File: src/rtl/gig_ethernet_pcs_pma_pkg.sv
// Shared types, default timing constants and helpers for the PCS/PMA reset sequencer.
package gig_ethernet_pcs_pma_pkg;

  localparam int unsigned DefPllRstCycles = 64;
  localparam int unsigned DefPcsRstCycles = 16;
  localparam int unsigned DefWaitTimeout  = 131072;
  localparam int unsigned DefSyncStages   = 3;

  typedef enum logic [2:0] {
    StPllRst   = 3'd0,
    StPllWait  = 3'd1,
    StGtWait   = 3'd2,
    StMmcmWait = 3'd3,
    StPcsRst   = 3'd4,
    StDone     = 3'd5
  } seq_state_e;

  typedef struct packed {
    logic pll_reset;
    logic gt_tx_reset;
    logic gt_rx_reset;
    logic mmcm_reset;
    logic pcs_reset;
    logic reset_done;
  } rst_out_t;

  function automatic int unsigned max3(input int unsigned a, input int unsigned b,
                                       input int unsigned c);
    int unsigned m;
    m = (a > b) ? a : b;
    return (m > c) ? m : c;
  endfunction

  function automatic int unsigned cnt_width(input int unsigned a, input int unsigned b,
                                            input int unsigned c);
    return $clog2(max3(a, b, c) + 1);
  endfunction

  // Reset pin levels driven while sitting in a given state.
  function automatic rst_out_t state_outputs(input seq_state_e st);
    rst_out_t o;
    o.pll_reset   = 1'b1;
    o.gt_tx_reset = 1'b1;
    o.gt_rx_reset = 1'b1;
    o.mmcm_reset  = 1'b1;
    o.pcs_reset   = 1'b1;
    o.reset_done  = 1'b0;
    case (st)
      StPllWait: o.pll_reset = 1'b0;
      StGtWait: begin
        o.pll_reset   = 1'b0;
        o.gt_tx_reset = 1'b0;
        o.gt_rx_reset = 1'b0;
      end
      StMmcmWait, StPcsRst: begin
        o.pll_reset   = 1'b0;
        o.gt_tx_reset = 1'b0;
        o.gt_rx_reset = 1'b0;
        o.mmcm_reset  = 1'b0;
      end
      StDone: begin
        o.pll_reset   = 1'b0;
        o.gt_tx_reset = 1'b0;
        o.gt_rx_reset = 1'b0;
        o.mmcm_reset  = 1'b0;
        o.pcs_reset   = 1'b0;
        o.reset_done  = 1'b1;
      end
      default: ;
    endcase
    return o;
  endfunction

endpackage

File: src/rtl/gig_ethernet_pcs_pma_status_sync.sv
// Multi-bit flop-chain synchroniser for asynchronous status inputs; resets to 0.
module gig_ethernet_pcs_pma_status_sync
  import gig_ethernet_pcs_pma_pkg::*;
#(
  parameter int unsigned SYNC_STAGES = DefSyncStages,
  parameter int unsigned WIDTH       = 4
) (
  input  logic             clk_i,
  input  logic             reset_i,
  input  logic [WIDTH-1:0] async_i,
  output logic [WIDTH-1:0] sync_o
);

  (* ASYNC_REG = "TRUE" *) logic [SYNC_STAGES-1:0][WIDTH-1:0] sync_q;

  always_ff @(posedge clk_i or posedge reset_i) begin
    if (reset_i) begin
      sync_q <= '0;
    end else begin
      sync_q <= {sync_q[SYNC_STAGES-2:0], async_i};
    end
  end

  assign sync_o = sync_q[SYNC_STAGES-1];

endmodule

File: src/rtl/gig_ethernet_pcs_pma_reset_seq.sv
// Shared-logic reset sequencer: PLL -> GT TX/RX -> MMCM -> PCS, restarting on lock loss.
// Define GIG_RESET_SEQ_TIMEOUT_RETRY_EN to restart the sequence on any WAIT timeout.
module gig_ethernet_pcs_pma_reset_seq
  import gig_ethernet_pcs_pma_pkg::*;
#(
  parameter int unsigned PLL_RST_CYCLES = DefPllRstCycles,
  parameter int unsigned PCS_RST_CYCLES = DefPcsRstCycles,
  parameter int unsigned WAIT_TIMEOUT   = DefWaitTimeout,
  parameter int unsigned SYNC_STAGES    = DefSyncStages
) (
  input  logic       clk_i,
  input  logic       reset_i,
  input  logic       pll_lock_i,
  input  logic       mmcm_locked_i,
  input  logic       tx_resetdone_i,
  input  logic       rx_resetdone_i,
  output logic       pll_reset_o,
  output logic       gt_tx_reset_o,
  output logic       gt_rx_reset_o,
  output logic       mmcm_reset_o,
  output logic       pcs_reset_o,
  output logic       reset_done_o,
  output logic       timeout_flag_o,
  output logic [2:0] state_dbg_o
);

  localparam int unsigned CntW = cnt_width(PLL_RST_CYCLES, PCS_RST_CYCLES, WAIT_TIMEOUT);
  localparam logic [CntW-1:0] CntMax     = '1;
  localparam logic [CntW-1:0] PllRstLast = CntW'(PLL_RST_CYCLES - 1);
  localparam logic [CntW-1:0] PcsRstLast = CntW'(PCS_RST_CYCLES - 1);
  localparam logic [CntW-1:0] WaitLast   = CntW'(WAIT_TIMEOUT - 1);

  logic [3:0] status_s;
  logic       pll_lock_s, mmcm_locked_s, tx_done_s, rx_done_s;

  gig_ethernet_pcs_pma_status_sync #(
    .SYNC_STAGES(SYNC_STAGES),
    .WIDTH      (4)
  ) u_status_sync (
    .clk_i  (clk_i),
    .reset_i(reset_i),
    .async_i({mmcm_locked_i, rx_resetdone_i, tx_resetdone_i, pll_lock_i}),
    .sync_o (status_s)
  );

  assign {mmcm_locked_s, rx_done_s, tx_done_s, pll_lock_s} = status_s;

  seq_state_e      state_q, state_d;
  logic [CntW-1:0] cnt_q, cnt_d;
  rst_out_t        out_q;
  logic            timeout_q, timeout_d;
  logic            in_wait, timeout_hit;

  always_comb begin
    state_d = state_q;
    in_wait = 1'b0;
    unique case (state_q)
      StPllRst:   if (cnt_q == PllRstLast) state_d = StPllWait;
      StPllWait: begin
        in_wait = 1'b1;
        if (pll_lock_s) state_d = StGtWait;
      end
      StGtWait: begin
        in_wait = 1'b1;
        if (tx_done_s && rx_done_s) state_d = StMmcmWait;
      end
      StMmcmWait: begin
        in_wait = 1'b1;
        if (mmcm_locked_s) state_d = StPcsRst;
      end
      StPcsRst:   if (cnt_q == PcsRstLast) state_d = StDone;
      StDone:     ;
      default:    state_d = StPllRst;
    endcase

    // Lock loss overrides normal progress; PLL loss wins over MMCM loss.
    if ((state_q == StPcsRst || state_q == StDone) && !mmcm_locked_s) state_d = StMmcmWait;
    if (state_q != StPllRst && state_q != StPllWait && !pll_lock_s) state_d = StPllRst;

    // A timeout only counts when the state is not already being left this cycle.
    timeout_hit = in_wait && (state_d == state_q) && (cnt_q == WaitLast);
`ifdef GIG_RESET_SEQ_TIMEOUT_RETRY_EN
    if (timeout_hit) state_d = StPllRst;
`endif

    if (state_d != state_q) begin
      cnt_d = '0;
    end else if (cnt_q != CntMax) begin
      cnt_d = cnt_q + 1'b1;
    end else begin
      cnt_d = cnt_q;
    end

    timeout_d = timeout_q | timeout_hit;
  end

  always_ff @(posedge clk_i or posedge reset_i) begin
    if (reset_i) begin
      state_q   <= StPllRst;
      cnt_q     <= '0;
      out_q     <= state_outputs(StPllRst);
      timeout_q <= 1'b0;
    end else begin
      state_q   <= state_d;
      cnt_q     <= cnt_d;
      out_q     <= state_outputs(state_d);
      timeout_q <= timeout_d;
    end
  end

  assign pll_reset_o    = out_q.pll_reset;
  assign gt_tx_reset_o  = out_q.gt_tx_reset;
  assign gt_rx_reset_o  = out_q.gt_rx_reset;
  assign mmcm_reset_o   = out_q.mmcm_reset;
  assign pcs_reset_o    = out_q.pcs_reset;
  assign reset_done_o   = out_q.reset_done;
  assign timeout_flag_o = timeout_q;
  assign state_dbg_o    = state_q;

endmodule
File: config.mk
export PLATFORM = sky130hd
export DESIGN_NAME = gig_ethernet_pcs_pma_reset_seq
export DESIGN_NICKNAME = d
export VERILOG_FILES = /design/src/rtl/gig_ethernet_pcs_pma_pkg.sv /design/src/rtl/gig_ethernet_pcs_pma_status_sync.sv /design/src/rtl/gig_ethernet_pcs_pma_reset_seq.sv
export SDC_FILE = /design/constraint.sdc
export NUM_CORES = 1
export LEC_CHECK = 0
export CAP_MARGIN = 20
export CORE_MARGIN = 2
export CORE_UTILIZATION = 45
export CTS_CLUSTER_DIAMETER = 50
export DETAILED_ROUTE_END_ITERATION = 10
export GPL_TIMING_DRIVEN = 0
export MAX_ROUTING_LAYER = met4
export PLACE_DENSITY = 0.71
export SYNTH_ARGS = -nofsm -noshare
export SYNTH_HDL_FRONTEND = slang
export SYNTH_SLANG_ARGS = --single-unit
File: constraint.sdc
create_clock -name clk_i -period 2.39 [get_ports clk_i]
set_input_delay 0.239 -clock clk_i [delete_from_list [all_inputs] [get_ports clk_i]]
set_output_delay 0.239 -clock clk_i [all_outputs]
set_load 0.02 [all_outputs]
Word-level counts from Yosys, hierarchy flattened
Index checks and enable logic that the tools add are counted.
Storage, ports and cells
  bits in registers: 40
  input port bits: 6
  output and inout bits: 10
  ROM bits: 0
  bits in writable memories: 0
  memories kept: 0
  latch bits: 0
Operators by class
  divide/modulo/power cells: 0
  eq/ne operators: 17
  $lt $le $gt $ge: 0
  multiply operators: 0
  add/sub/neg operators: 1
  bitwise gates (word level): 1
  reduce and logical (&&, ||, !) cells: 16
  mux-type cells: 15
  shift-type cells: 0
Operators with widths (count)
  two-way mux 18 bit: 2
  two-way mux 3 bit: 7
  adder 18 x 1 -> 18 bit (second input constant): 1
  == test 18 x 17 -> 1 bit (second input constant): 1
  == test 18 x 4 -> 1 bit (second input constant): 1
  == test 18 x 6 -> 1 bit (second input constant): 1
  != test 18 bit (second input constant): 1
  case mux 3 bit (6 select lines): 1
  == test 3 x 2 -> 1 bit (second input constant): 4
  == test 3 bit (second input constant): 4
  == test 3 x 1 -> 1 bit (second input constant): 2
  logical AND 1 bit: 6
  OR reduction 3 bit: 2
  OR reduction 5 bit: 1
  two-way mux 2 bit: 2
  OR reduction 4 bit: 1
  == test 3 bit: 1
  logical NOT 3 bit: 1
  two-way mux 1 bit: 3
  != test 3 x 1 -> 1 bit (second input constant): 1
  != test 3 bit: 1
  nonzero test 3 bit: 1
  logical NOT 1 bit: 2
  nonzero test 2 bit: 1
  2 further kinds: 2

Logic depth before layout (Yosys ltp)
Gate-level depths: netlist of the first run.
  depth in word-level cells: 9
  mapped depth: 6

By module
Synthesis of the first run repeated with hierarchy kept, for this count alone.
Second synthesis, totals
  cell total of the unflattened synthesis: 174
  area total of the unflattened synthesis: 1841.8 sq um
Modules (own cells, without submodules)
  gig_ethernet_pcs_pma_reset_seq: instances 1, area an instance 1507.7 sq um, cells each 157
  gig_ethernet_pcs_pma_status_sync: instances 1, area an instance 334.1 sq um, cells each 17

Least setup slack after synthesis of the first run
No wires, ideal clock.
  path type: register to register
  start point: register state_q[0] (netlist: state_dbg_o[0])
  end point: register cnt_q[0]
  clock period less this slack: 1.963 ns
  path buffers: 2
  slack: 0.427 ns
  stages on the path, launching flop included: 7
  data arrival time: 1.824 ns
  library setup time: 0.139 ns
  path through: dfrtp_1 -> buf_2 -> or2_1 -> a2111o_1 -> o22ai_2 -> buf_6 -> a22oi_1
On the way
  cells in the longest elaborated chain, start to end: 7
  elaborated cells on any way between the ends: 23
  classes of those cells: 7 x eq/ne; 9 x mux; 7 x reduce/logical
Ends and longest elaborated chain
  start, declared: line gig_ethernet_pcs_pma_reset_seq.sv:48  | seq_state_e state_q, state_d;
  start signal, assigned: line gig_ethernet_pcs_pma_reset_seq.sv:99  | state_q <= StPllRst;
  start signal, assigned: line gig_ethernet_pcs_pma_reset_seq.sv:104  | state_q <= state_d;
  branches (longest 5 deep; another with case mux 3 bit (6 select lines))
  != test 3 bit *: line gig_ethernet_pcs_pma_reset_seq.sv:86  | if (state_d != state_q) begin
  two-way mux 18 bit / nonzero test 2 bit (equally long branches)
  end signal, assigned: line gig_ethernet_pcs_pma_reset_seq.sv:105  | cnt_q <= cnt_d;
  end, declared: line gig_ethernet_pcs_pma_reset_seq.sv:49  | logic [CntW-1:0] cnt_q, cnt_d;
Mark *: on every way between the ends.
A chain may end at the register's enable or synchronous reset.

Worst setup path in the final report of the first run
  start point: register state_q[0] (netlist: state_dbg_o[0])
  end point: register cnt_q[1]
Same word-level chain as after synthesis.

==> summary.md, run 1 <==
| Metric | Value |
|---|---|
| Outcome | finished clean |
| Setup TNS | 0 ns |
| Final HPWL DP | 2930 um |
| Core region area | 0.00403 sq mm |
| Drt pass-1 iters | 4 |
| Final Power | 1.27 mW |
| Largest net degree at the start of global routing | 40 |
| Worst r2r src | state_dbg_o[0] |
| Nets | 217 |
| H-tree depth | 2 |
| Cts bufs inserted | 5 |
| 1st-iter DRT viols | 161 |
| Max_slew headroom | 47.9% |
| Net Count, Synth | 195 |
| Main synth FF type | dfrtp_1 |
| Share of cells above drive strength 1 | 10.4% |
| Drt via density | 6.14 |
| Pwr dens | 570 mW/mm^2 |
| Total wire length | 4200 um |
| Io pins | 16 |
| I/O Buffers | 15 |
| Die Ht | 69.1 um |
| Critical Path Fanout Max | 10 |
| Final Hold Fails | 0 |
| Clk_lat worst skew | 0.30 ns |
| DRT antenna net count | 0 |
| Initial antenna violation count | 0 |
| Min-Delay Endpoint | u_status_sync.sync_q[7] |
| RD Place Congestion | 0.967 |
| Initial core utilization | 47.3% |
| R2R cell count | 6 |
| # Post-CTS Setup Buffers | 0 |
| Static Leak | 0.899 nW |
| First-pass GRT wire length | 7220 um |
| Crit path launch type | flop |
| Die footprint | 0.00477 sq mm |
| Post-synth ARST share | 100% |
| Diodes inserted | 0 |
| F_max | 0.450 GHz |
| Clock sink count | 39 |
| Non-Filler Instances | 261 |
| Overflow after GRT | 0 |
| Hold Crit Class | flop to flop |
| Final setup fails | 0 |
| CP Data Arrival Time | 2.38 ns |
| Met3 routed WL | 190 um |
| Hold buffers post-CTS | 0 |
| Period minus WS final | 2.22 ns |
| Via Count | 1603 |
| Clk_skew | 0.00704 ns |
| Tightest Pin Transition | 0.781 ns |
| Total track usage | 19.1% |
| Layout area overhead | 17.3% |
| Post-synth cell types | 46 |
| Crit Path Class | flop to flop |
| Number of flops mapped to enable cells by yosys | 0 |
| Post-cts sizing count | 0 |
| Max-slew violations | 0 |
| Num rows | 23 |
| Commonest non-fill, non-tap cell in the layout | dfrtp_1 |
| Crit share post-route | 92.9% |
| Mapped Cells | 188 |
| RSZ-0062 raised after global routing | false |
| Sequential-to-total area share from yosys stat | 51.5% |
| Reg2reg setup slack | 0.17 ns |
| Synth warnings | 0 |
| Synth Area per Inst | 10.1 sq um |
| CTS tree | yes |
| CTS Root Cell | clkbuf_8 |
| Flops & latches, synth | 39 |
| CP Capture Type | flop |
| Worst Path Required | 2.55 ns |
| WHS | 0.352 ns |
| # DRC | 0 |
| Highest Signal Layer | met4 |
| Vias in the first global route | 1566 |
| HP Start | u_status_sync.sync_q[3] |
| Met1 wire length | 1830 um |
| Worst R2R End | cnt_q[1] |
| Post-Place Cells | 253 |
| Maximum VDD drop | 0.458 mV |
| Clk slew on worst S/H paths | 0.09 ns |
| Synthesized area | 0.00190 sq mm |
| Clock tree buffer depth | 2 |
| Die W | 69.1 um |
| Hold Crit Depth | 0 |
| DR WL met2 | 2120 um |
| Most frequent cells in the layout | dfrtp_1, clkdlybuf4s50_1, nand2_1 |
| Max-cap violations | 0 |
| Drt wl/cell | 16.1 um |
## through the flow
step / util (%) / instance area (sq um) / worst slack [ns]
2_1_floorplan: - / 1900 / 0.427
4_1_cts: 55.4 / 2230 / 0.170
6_report: 55.4 / 2230 / 0.169
3_5_place_dp: 52.5 / 2120 / 0.206
5_1_grt: 55.4 / 2230 / 0.0429
3_3_place_gp: 52.5 / 2120 / 0.250
## power by group
part           switching (mW)  leakage (nW)  internal (mW)
Clock                   0.254        0.0587          0.316
Combinational          0.0170         0.352        0.00978
Sequential            0.00601         0.489          0.670
Total                   0.277         0.899          0.996
## layer usage
| layer | up-vias | GRT usage [%] |
|---|---|---|
| met5 | - | - |
| met4 | 0 | 5.88 |
| met3 | 4 | 3.65 |
| met2 | 52 | 32.3 |
| met1 | 788 | 23.1 |
| li1 | 759 | - |
## area by class of cell
type / count / area [sq um]
Timing Repair Buffer: 15 / 150
Inverter: 3 / 11.3
Fill cell: 365 / 1800
Clock inverter: 3 / 47.5
Buffer: 10 / 51.3
Tap cell: 50 / 62.6
Clock buffer: 5 / 68.8
Multi-Input combinational cell: 136 / 861
Sequential cell: 39 / 981
## registers in the layout, indices dropped and copies added, names as in the netlist
signal,count
pll_reset_o,1
timeout_flag_o,1
u_status_sync.sync_o,4
reset_done_o,1
u_status_sync.sync_q,8
gt_rx_reset_o,1
pcs_reset_o,1
state_dbg_o,3
mmcm_reset_o,1
cnt_q,18
## cell families (layout without fill, tap and decap cells)
logic type,count (synthesis),in the layout,share of synthesized area [%]
muxes,3,3,1.58
DFF,39,39,51.5
adders and majority gates,1,1,0.657
buffers and inverters,13,36,3.29
and+or+nand+nor,80,80,23.3
AOI/OAI and AO/OA,52,52,19.6
## Yosys cell counts, types with 2 or more instances
library cell | instances | share of area [%]
a2bb2oi_1 | 2 | 0.92
nand2_1 | 13 | 2.6
and3_1 | 2 | 0.66
a32oi_1 | 2 | 0.92
dfstp_2 | 4 | 5.5
nand3b_1 | 2 | 0.79
mux2i_1 | 3 | 1.6
a21o_1 | 3 | 1.2
a21bo_2 | 2 | 1.1
a211oi_1 | 3 | 1.2
o31ai_1 | 5 | 2.0
or2_2 | 2 | 0.66
a21oi_1 | 10 | 2.6
clkbuf_1 | 6 | 1.2
or4_1 | 4 | 1.6
nand3_1 | 12 | 3.2
o211ai_1 | 2 | 0.79
nor2_1 | 9 | 1.8
nand4_1 | 7 | 2.3
a22oi_1 | 9 | 3.5
nor2b_1 | 5 | 1.6
or3_1 | 6 | 2.0
o21ai_0 | 6 | 1.6
inv_1 | 3 | 0.59
nand2b_1 | 3 | 0.99
and2_1 | 2 | 0.66
nor4_1 | 7 | 2.3
buf_2 | 2 | 0.53
dfrtp_1 | 35 | 46
## critical path, stage by stage, from the launching register on
cell	delay [ns]
dfrtp_1	0.38
buf_2	0.18
or2_1	0.26
a2111o_1	0.48
o22ai_2	0.46
buf_6	0.22
a22oi_1	0.09
## worst max path at each step
stage / from / cells after the start / slack, ns / end
floorplan: state_dbg_o[0] / 6 / 0.43 / cnt_q[0]
global placement: state_dbg_o[0] / 6 / 0.25 / cnt_q[9]
detailed placement: state_dbg_o[0] / 6 / 0.21 / cnt_q[1]
CTS: state_dbg_o[0] / 6 / 0.17 / cnt_q[1]
global route: state_dbg_o[0] / 6 / 0.04 / cnt_q[8]
finish: state_dbg_o[0] / 6 / 0.17 / cnt_q[1]
(Power assumes the default switching activity.)
==> run 2, diff against run 1 <==
ABC_AREA = 1   (was unset)
DONT_BUFFER_PORTS = 1   (was unset)
PLACE_DENSITY = 0.66   (was 0.71)
==> run 2 against run 1 <==
Compared with the run above:
- core utilization is 2.8 points lower
- non-clock buffer count is 16 lower
- sequential share of layout area is 1.7 points higher
- clock power is 19% lower
==> summary.md, run 2 <==
| Metric | Value |
|---|---|
| Outcome | finished clean |
| Crit share post-route | 82.3% |
| Commonest non-fill, non-tap cell in the layout | nand2_1 |
| Worst r2r src | cnt_q[0] |
| # DRC | 0 |
| Period minus WS final | 1.97 ns |
| Maximum VDD drop | 0.334 mV |
| Post-synth cell types | 29 |
| Area leader, netlist | dfrtp_1 |
| First-pass GRT wire length | 6480 um |
| Most frequent cells in the layout | nand2_1, dfrtp_1, inv_1 |
| Most common cell in the netlist | nand2_1 |
| Largest family of logic cells by synthesized area | simple AND/OR/NAND/NOR gates |
| Synth Area in XOR/XNOR | 2.25% |
| Die footprint | 0.00487 sq mm |
| Crit path launch type | flop |
| Worst Path Required | 2.57 ns |
| Crit path top cell by count | nand2_1 |
| Most flop-heavy register | cnt_q |
| Via Count | 1531 |
| Net Count, Synth | 241 |
| Setup TNS | 0 ns |
| Hold Crit Class | flop to flop |
| Number of flops mapped to enable cells by yosys | 0 |
| Post-synth ARST share | 100% |
| Drt pass-1 iters | 4 |
| DP Area | 0.00201 sq mm |
| Compound-Gate Fraction of Synth Area | 5.46% |
| Nets | 253 |
| Synth Area per Inst | 8.32 sq um |
| CP Data Arrival Time | 2.15 ns |
| 1st-iter DRT viols | 94 |
| Total wire length | 3750 um |
| Area of the multi-input gates | 793 sq um |
| Sequential-to-total area share from yosys stat | 50.4% |
| F_max | 0.508 GHz |
| CP bufs+invs | 1 |
| CP startpoint | cnt_q[0] |
| Clock sink count | 39 |
| RD Place Congestion | 0.855 |
| Synth top area cells | dfrtp_1, nand2_1, inv_1 |
| Share of cells above drive strength 1 | 15.4% |
| Vias in the first global route | 1354 |
| H-tree depth | 2 |
| Post-cts sizing count | 0 |
| Core Util, Final | 52.7% |
| Mapped Cells | 234 |
| Clk_lat worst skew | 0.30 ns |
| Simple-Gate Fraction of Synth Area | 32.4% |
| Clock tree buffer depth | 2 |
| Die Ht | 69.8 um |
| Max-cap violations | 0 |
| CP delay by family, top | simple AND/OR/NAND/NOR gates |
| Layout area overhead | 10.5% |
| Largest net degree at the start of global routing | 40 |
| Overflow after GRT | 0 |
| Max reg flops | 18 |
| GRT met3 Usage | 4.65% |
| Max_slew headroom | 47.2% |
| WHS | 0.351 ns |
| Synth warnings | 0 |
| Drt via density | 5.15 |
| Core region area | 0.00409 sq mm |
| Num rows | 23 |
| Main synth FF type | dfrtp_1 |
| Pwr dens | 538 mW/mm^2 |
| Crit Path Class | flop to flop |
| Diodes inserted | 0 |
| I/O Buffers | 0 |
| Initial antenna violation count | 0 |
| GR peak layer | met2 |
| Synth top cells by count | nand2_1, dfrtp_1, inv_1 |
| RSZ-0062 raised after global routing | false |
| Worst path max stage delay | 0.41 ns |
| Flops & latches, synth | 39 |
| Synthesized area | 0.00195 sq mm |
| Post-route cell area | 0.00215 sq mm |
| Final HPWL DP | 2590 um |
| Max-slew violations | 0 |
| Mux cell area share after synthesis | 0% |
| Clk slew on worst S/H paths | 0.09 ns |
| Total track usage | 17.5% |
| HP Start | u_status_sync.sync_q[1] |
| Cts bufs inserted | 5 |
| Slowest CP cell | dfrtp_1 |
| Critical Path Fanout Max | 10 |
| Final Hold Fails | 0 |
| Die W | 69.8 um |
| Initial core utilization | 47.6% |
| Synth top area share | 45.0% |
| Static Leak | 1.04 nW |
| CP Capture Type | flop |
| Global-route track usage on met1 | 23.5% |
| CTS tree | yes |
| Tightest Pin Transition | 0.791 ns |
| Io pins | 16 |
| Fillers | 388 |
| CTS Root Cell | clkbuf_8 |
| Clk_skew | 0.00870 ns |
| Met2 Use GR | 24.8% |
| Final setup fails | 0 |
| DRT antenna net count | 0 |
| Cell Chain, Critical Path | ha_1, nand3_1, nor2_4, nand2_1, nand2_1, nand2_1, nand3_2, nand2_1, nand2_1, nand2_2, nand2_4, buf_6, nor2_2 |
| Drt wl/cell | 12.6 um |
| Adder-Cell Fraction of Synth Area | 0.643% |
| Sequential cell area | 981 sq um |
run 2: changes by cell type after synthesis, sizes merged, moves of 6 or more:
cell	before	now
inv	3	36
nor2	9	41
nand2	13	40
a22oi	9	0
a21oi	10	2
nand3	12	28
or3	6	0
nor3	1	8
run 2: what timing repair did:
item,in CTS,in global routing
buffers inserted,0,0
endpoints found under the hold margin,24,0
hold buffers,5,0
run 2: layout make-up:
cell class                 instances  area share (%)
sequential                        39            45.6
multi-input combinational        155            36.9
inverter                          36            6.28
clock buffer                       5            3.20
tap                               50            2.91
timing repair buffer               5            2.33
buffer                             4            1.74
clock inverter                     3            1.10
run 2: final timing paths:
kind | endpoint | slack (ns) | cells after the start
min in group asynchronous | cnt_q[5] | 0.54 | 2
setup / recovery | cnt_q[2] | 0.42 | 13
max in group asynchronous | state_dbg_o[1] | 1.34 | 2
hold / removal | u_status_sync.sync_q[5] | 0.35 | 0
hold reg to reg | u_status_sync.sync_q[5] | 0.35 | 0
setup reg to reg | cnt_q[2] | 0.42 | 13
run 2: metrics by stage:
step	setup slack [ns]	std cells	total power, mW
CTS	0.392	297	1.17
detailed placement	0.413	284	0.701
global route	0.179	297	1.21
global placement	0.439	284	0.700
floorplan	0.656	234	0.696
finish	0.423	297	1.16
run 2: where the power goes:
group          internal (mW)  leakage, nW  switching (mW)
Combinational        0.00592        0.507          0.0142
Clock                  0.209       0.0408           0.256
Sequential             0.670        0.489         0.00305
Total                  0.884         1.04           0.273
run 2: cells by family after synthesis:
kind of cell | Yosys count
xor gates and xnor gates | 5
buffers and inverters | 40
DFF | 39
AOI/OAI and AO/OA | 17
adders and majority gates | 1
and+or+nand+nor | 132
run 2: worst register-to-register path, cell delays in order, from the launching register on:
cell and delay [ns]:
dfrtp_1 0.41, ha_1 0.23, nand3_1 0.13, nor2_4 0.20, nand2_1 0.08, nand2_1 0.06, nand2_1 0.05, nand3_2 0.09
nand2_1 0.07, nand2_1 0.08, nand2_2 0.09, nand2_4 0.13, buf_6 0.19, nor2_2 0.05
run 2: per-layer routing:
layer / routed length [um] / vias to the layer above
met5: 0 / -
met4: 76 / 0
met3: 117 / 6
met2: 1670 / 29
met1: 1880 / 717
li1: - / 779
==> run 3, diff against run 2 <==
PLACE_DENSITY = 0.68   (was 0.66)
clock period = 1.65 ns   (was 2.39 ns; I/O delays follow)
==> run 3 against run 2 <==
Compared with the run above:
- the flow now finishes with violations (negative setup slack)
- non-clock buffer count increased by 18
- register-to-register slack got worse by 0.62 ns
- wire length increased by 6.9%
- sequential cell count unchanged
- design area increased by 15%
- core utilization increased by 8.1 points
==> summary.md, run 3 (synthesis results as in run 2) <==
| Metric | Value |
|---|---|
| Outcome | finished with violations |
| Failing checks | negative setup slack |
| H-tree depth | 2 |
| Commonest non-fill, non-tap cell in the layout | nand2_1 |
| Sw Ratio | 22.5% |
| Total track usage | 18.2% |
| Post-route cell area | 0.00248 sq mm |
| Crit share post-route | 112% |
| Diodes inserted | 0 |
| Area of the multi-input gates | 913 sq um |
| WHS | 0.351 ns |
| Share of cells above drive strength 1 | 30.9% |
| Final setup fails | 22 |
| Die Ht | 69.8 um |
| Clk_skew | 0.00332 ns |
| 1st-iter DRT viols | 71 |
| Pre-CTS setup slack | -0.302 ns |
| Part of the power in registers | 59.0% |
| Cell Int Power | 1.28 mW |
| Clock tree buffer depth | 2 |
| Drt pass-1 iters | 4 |
| Die footprint | 0.00487 sq mm |
| Final Power | 1.65 mW |
| Slowest CP cell | dfrtp_4 |
| Layout area overhead | 27.4% |
| CP Capture Type | flop |
| Clock share of power | 39.3% |
| Tightest Pin Transition | 0.759 ns |
| Max-slew violations | 0 |
| Largest net degree at the start of global routing | 40 |
| Total wire length | 4010 um |
| Period minus WS final | 1.85 ns |
| Max-cap violations | 0 |
| Max reg flops | 18 |
| RD Place Congestion | 0.820 |
| Hold Crit Depth | 0 |
| CP bufs+invs | 1 |
| Maximum VDD drop | 0.536 mV |
| Final Hold Fails | 0 |
| DRT antenna net count | 0 |
| Worst Path Required | 1.84 ns |
| Fillers | 341 |
| CP delay by family, top | simple AND/OR/NAND/NOR gates |
| Final HPWL DP | 2530 um |
| # DRC | 0 |
| CTS Root Cell | clkbuf_8 |
| Initial core utilization | 47.6% |
| Critical Path Fanout Max | 8 |
| Clock sink count | 39 |
| DP Area | 0.00203 sq mm |
| Num rows | 23 |
| Min-Delay Endpoint | u_status_sync.sync_q[7] |
| Most frequent cells in the layout | nand2_1, inv_1, dfrtp_1 |
| Via Count | 1642 |
| Worst path max stage delay | 0.59 ns |
| Clk slew on worst S/H paths | 0.08 ns |
| Reg2reg setup slack | -0.20 ns |
| R2R cell count | 13 |
| Io pins | 16 |
| Nets | 271 |
| Psw | 372 uW |
| Power share of the combinational group | 1.8% |
| F_max | 0.541 GHz |
| Crit path top cell by count | nand2_2 |
| Sequential cell area | 988 sq um |
| Hold Crit Class | flop to flop |
| CTS tree | yes |
| Most flop-heavy register | cnt_q |
| Crit path launch type | flop |
| Drt via density | 5.21 |
| Die W | 69.8 um |
| Pwr dens | 666 mW/mm^2 |
| Clk_lat worst skew | 0.29 ns |
| Final setup margin | -0.198 ns |
| Worst r2r src | state_dbg_o[1] |
| Vias in the first global route | 1572 |
| Overflow after GRT | 0 |
| Cell Chain, Critical Path | nor2_4, nand2_2, nor2_1, nand2_1, nand2_1, nand2_1, nand3_2, nand2_2, nand2_2, nand2_2, nand2_4, clkbuf_16, nor2_2 |
| Core Util, Final | 60.7% |
| I/O Buffers | 0 |
| Initial antenna violation count | 0 |
| Worst R2R End | cnt_q[4] |
| Drt wl/cell | 12.7 um |
| Cts bufs inserted | 5 |
| RSZ-0062 raised after global routing | true |
| Crit Path Class | flop to flop |
| Static Leak | 1.14 nW |
| First-pass GRT wire length | 6730 um |
| Core region area | 0.00409 sq mm |
| HP Start | u_status_sync.sync_q[3] |
| Max_slew headroom | 49.4% |
| CP Data Arrival Time | 2.03 ns |
-- run 3: cell count changes in the layout (fill, tap and decap cells not counted), moves of 4 or more --
cell     previous run  this run
buf_4               1        17
nor2_1             30        22
nand3_1            26        21
nand3_2             2         7
nor2_4              1         6
dfrtp_1            35        31
nand2_1            38        34
nand2_2             1         5
-- run 3: timing repair --
action	CTS	global route
hold buffers	5	0
setup buffers	13	4
cloned	0	1
resized for setup	23	14
pin swaps	7	3
setup endpoints to repair	19	23
endpoints found under the hold margin	39	0
-- run 3: through the flow --
step                instances  TNS [ns]
global placement          284     -3.89
global route              315     -5.99
finish                    315     -3.64
CTS                       310     -1.48
detailed placement        284     -4.12
floorplan                 234    -0.440
-- run 3: power by group through the flow --
stage / combinational [mW] / sequential (mW) / clock, mW
CTS: 0.0311 / 0.974 / 0.681
global route: 0.0352 / 0.976 / 0.719
finish: 0.0294 / 0.974 / 0.649
global placement: 0.0212 / 0.993 / 0
detailed placement: 0.0219 / 0.993 / 0
floorplan: 0.0162 / 0.992 / 0
-- run 3: worst max path at each step --
stage | from | endpoint | slack [ns] | depth (start not counted)
6_report | state_dbg_o[1] | cnt_q[4] | -0.20 | 13
5_1_grt | state_dbg_o[1] | cnt_q[4] | -0.31 | 13
4_1_cts | state_dbg_o[1] | cnt_q[3] | -0.10 | 13
3_5_place_dp | state_dbg_o[1] | cnt_q[17] | -0.30 | 13
3_3_place_gp | cnt_q[0] | cnt_q[0] | -0.29 | 13
2_1_floorplan | cnt_q[0] | cnt_q[0] | -0.05 | 13
-- run 3: cell type report --
cell class | count | share of cell area [%]
tap | 50 | 2.52
inverter | 36 | 5.85
multi-input combinational | 155 | 36.8
buffer | 4 | 2.42
clock inverter | 3 | 0.958
clock buffer | 5 | 2.77
timing repair buffer | 23 | 8.83
sequential | 39 | 39.8
-- run 3: metal layers --
| layer | track usage, % | wire length, um | share of wire, % | up-vias |
|---|---|---|---|---|
| li1 | - | - | - | 820 |
| met1 | 22.9 | 1860 | 46 | 759 |
| met2 | 27.7 | 1870 | 47 | 55 |
| met3 | 3.49 | 177 | 4.4 | 8 |
| met4 | 9.83 | 98 | 2.4 | 0 |
| met5 | - | 0 | 0 | - |
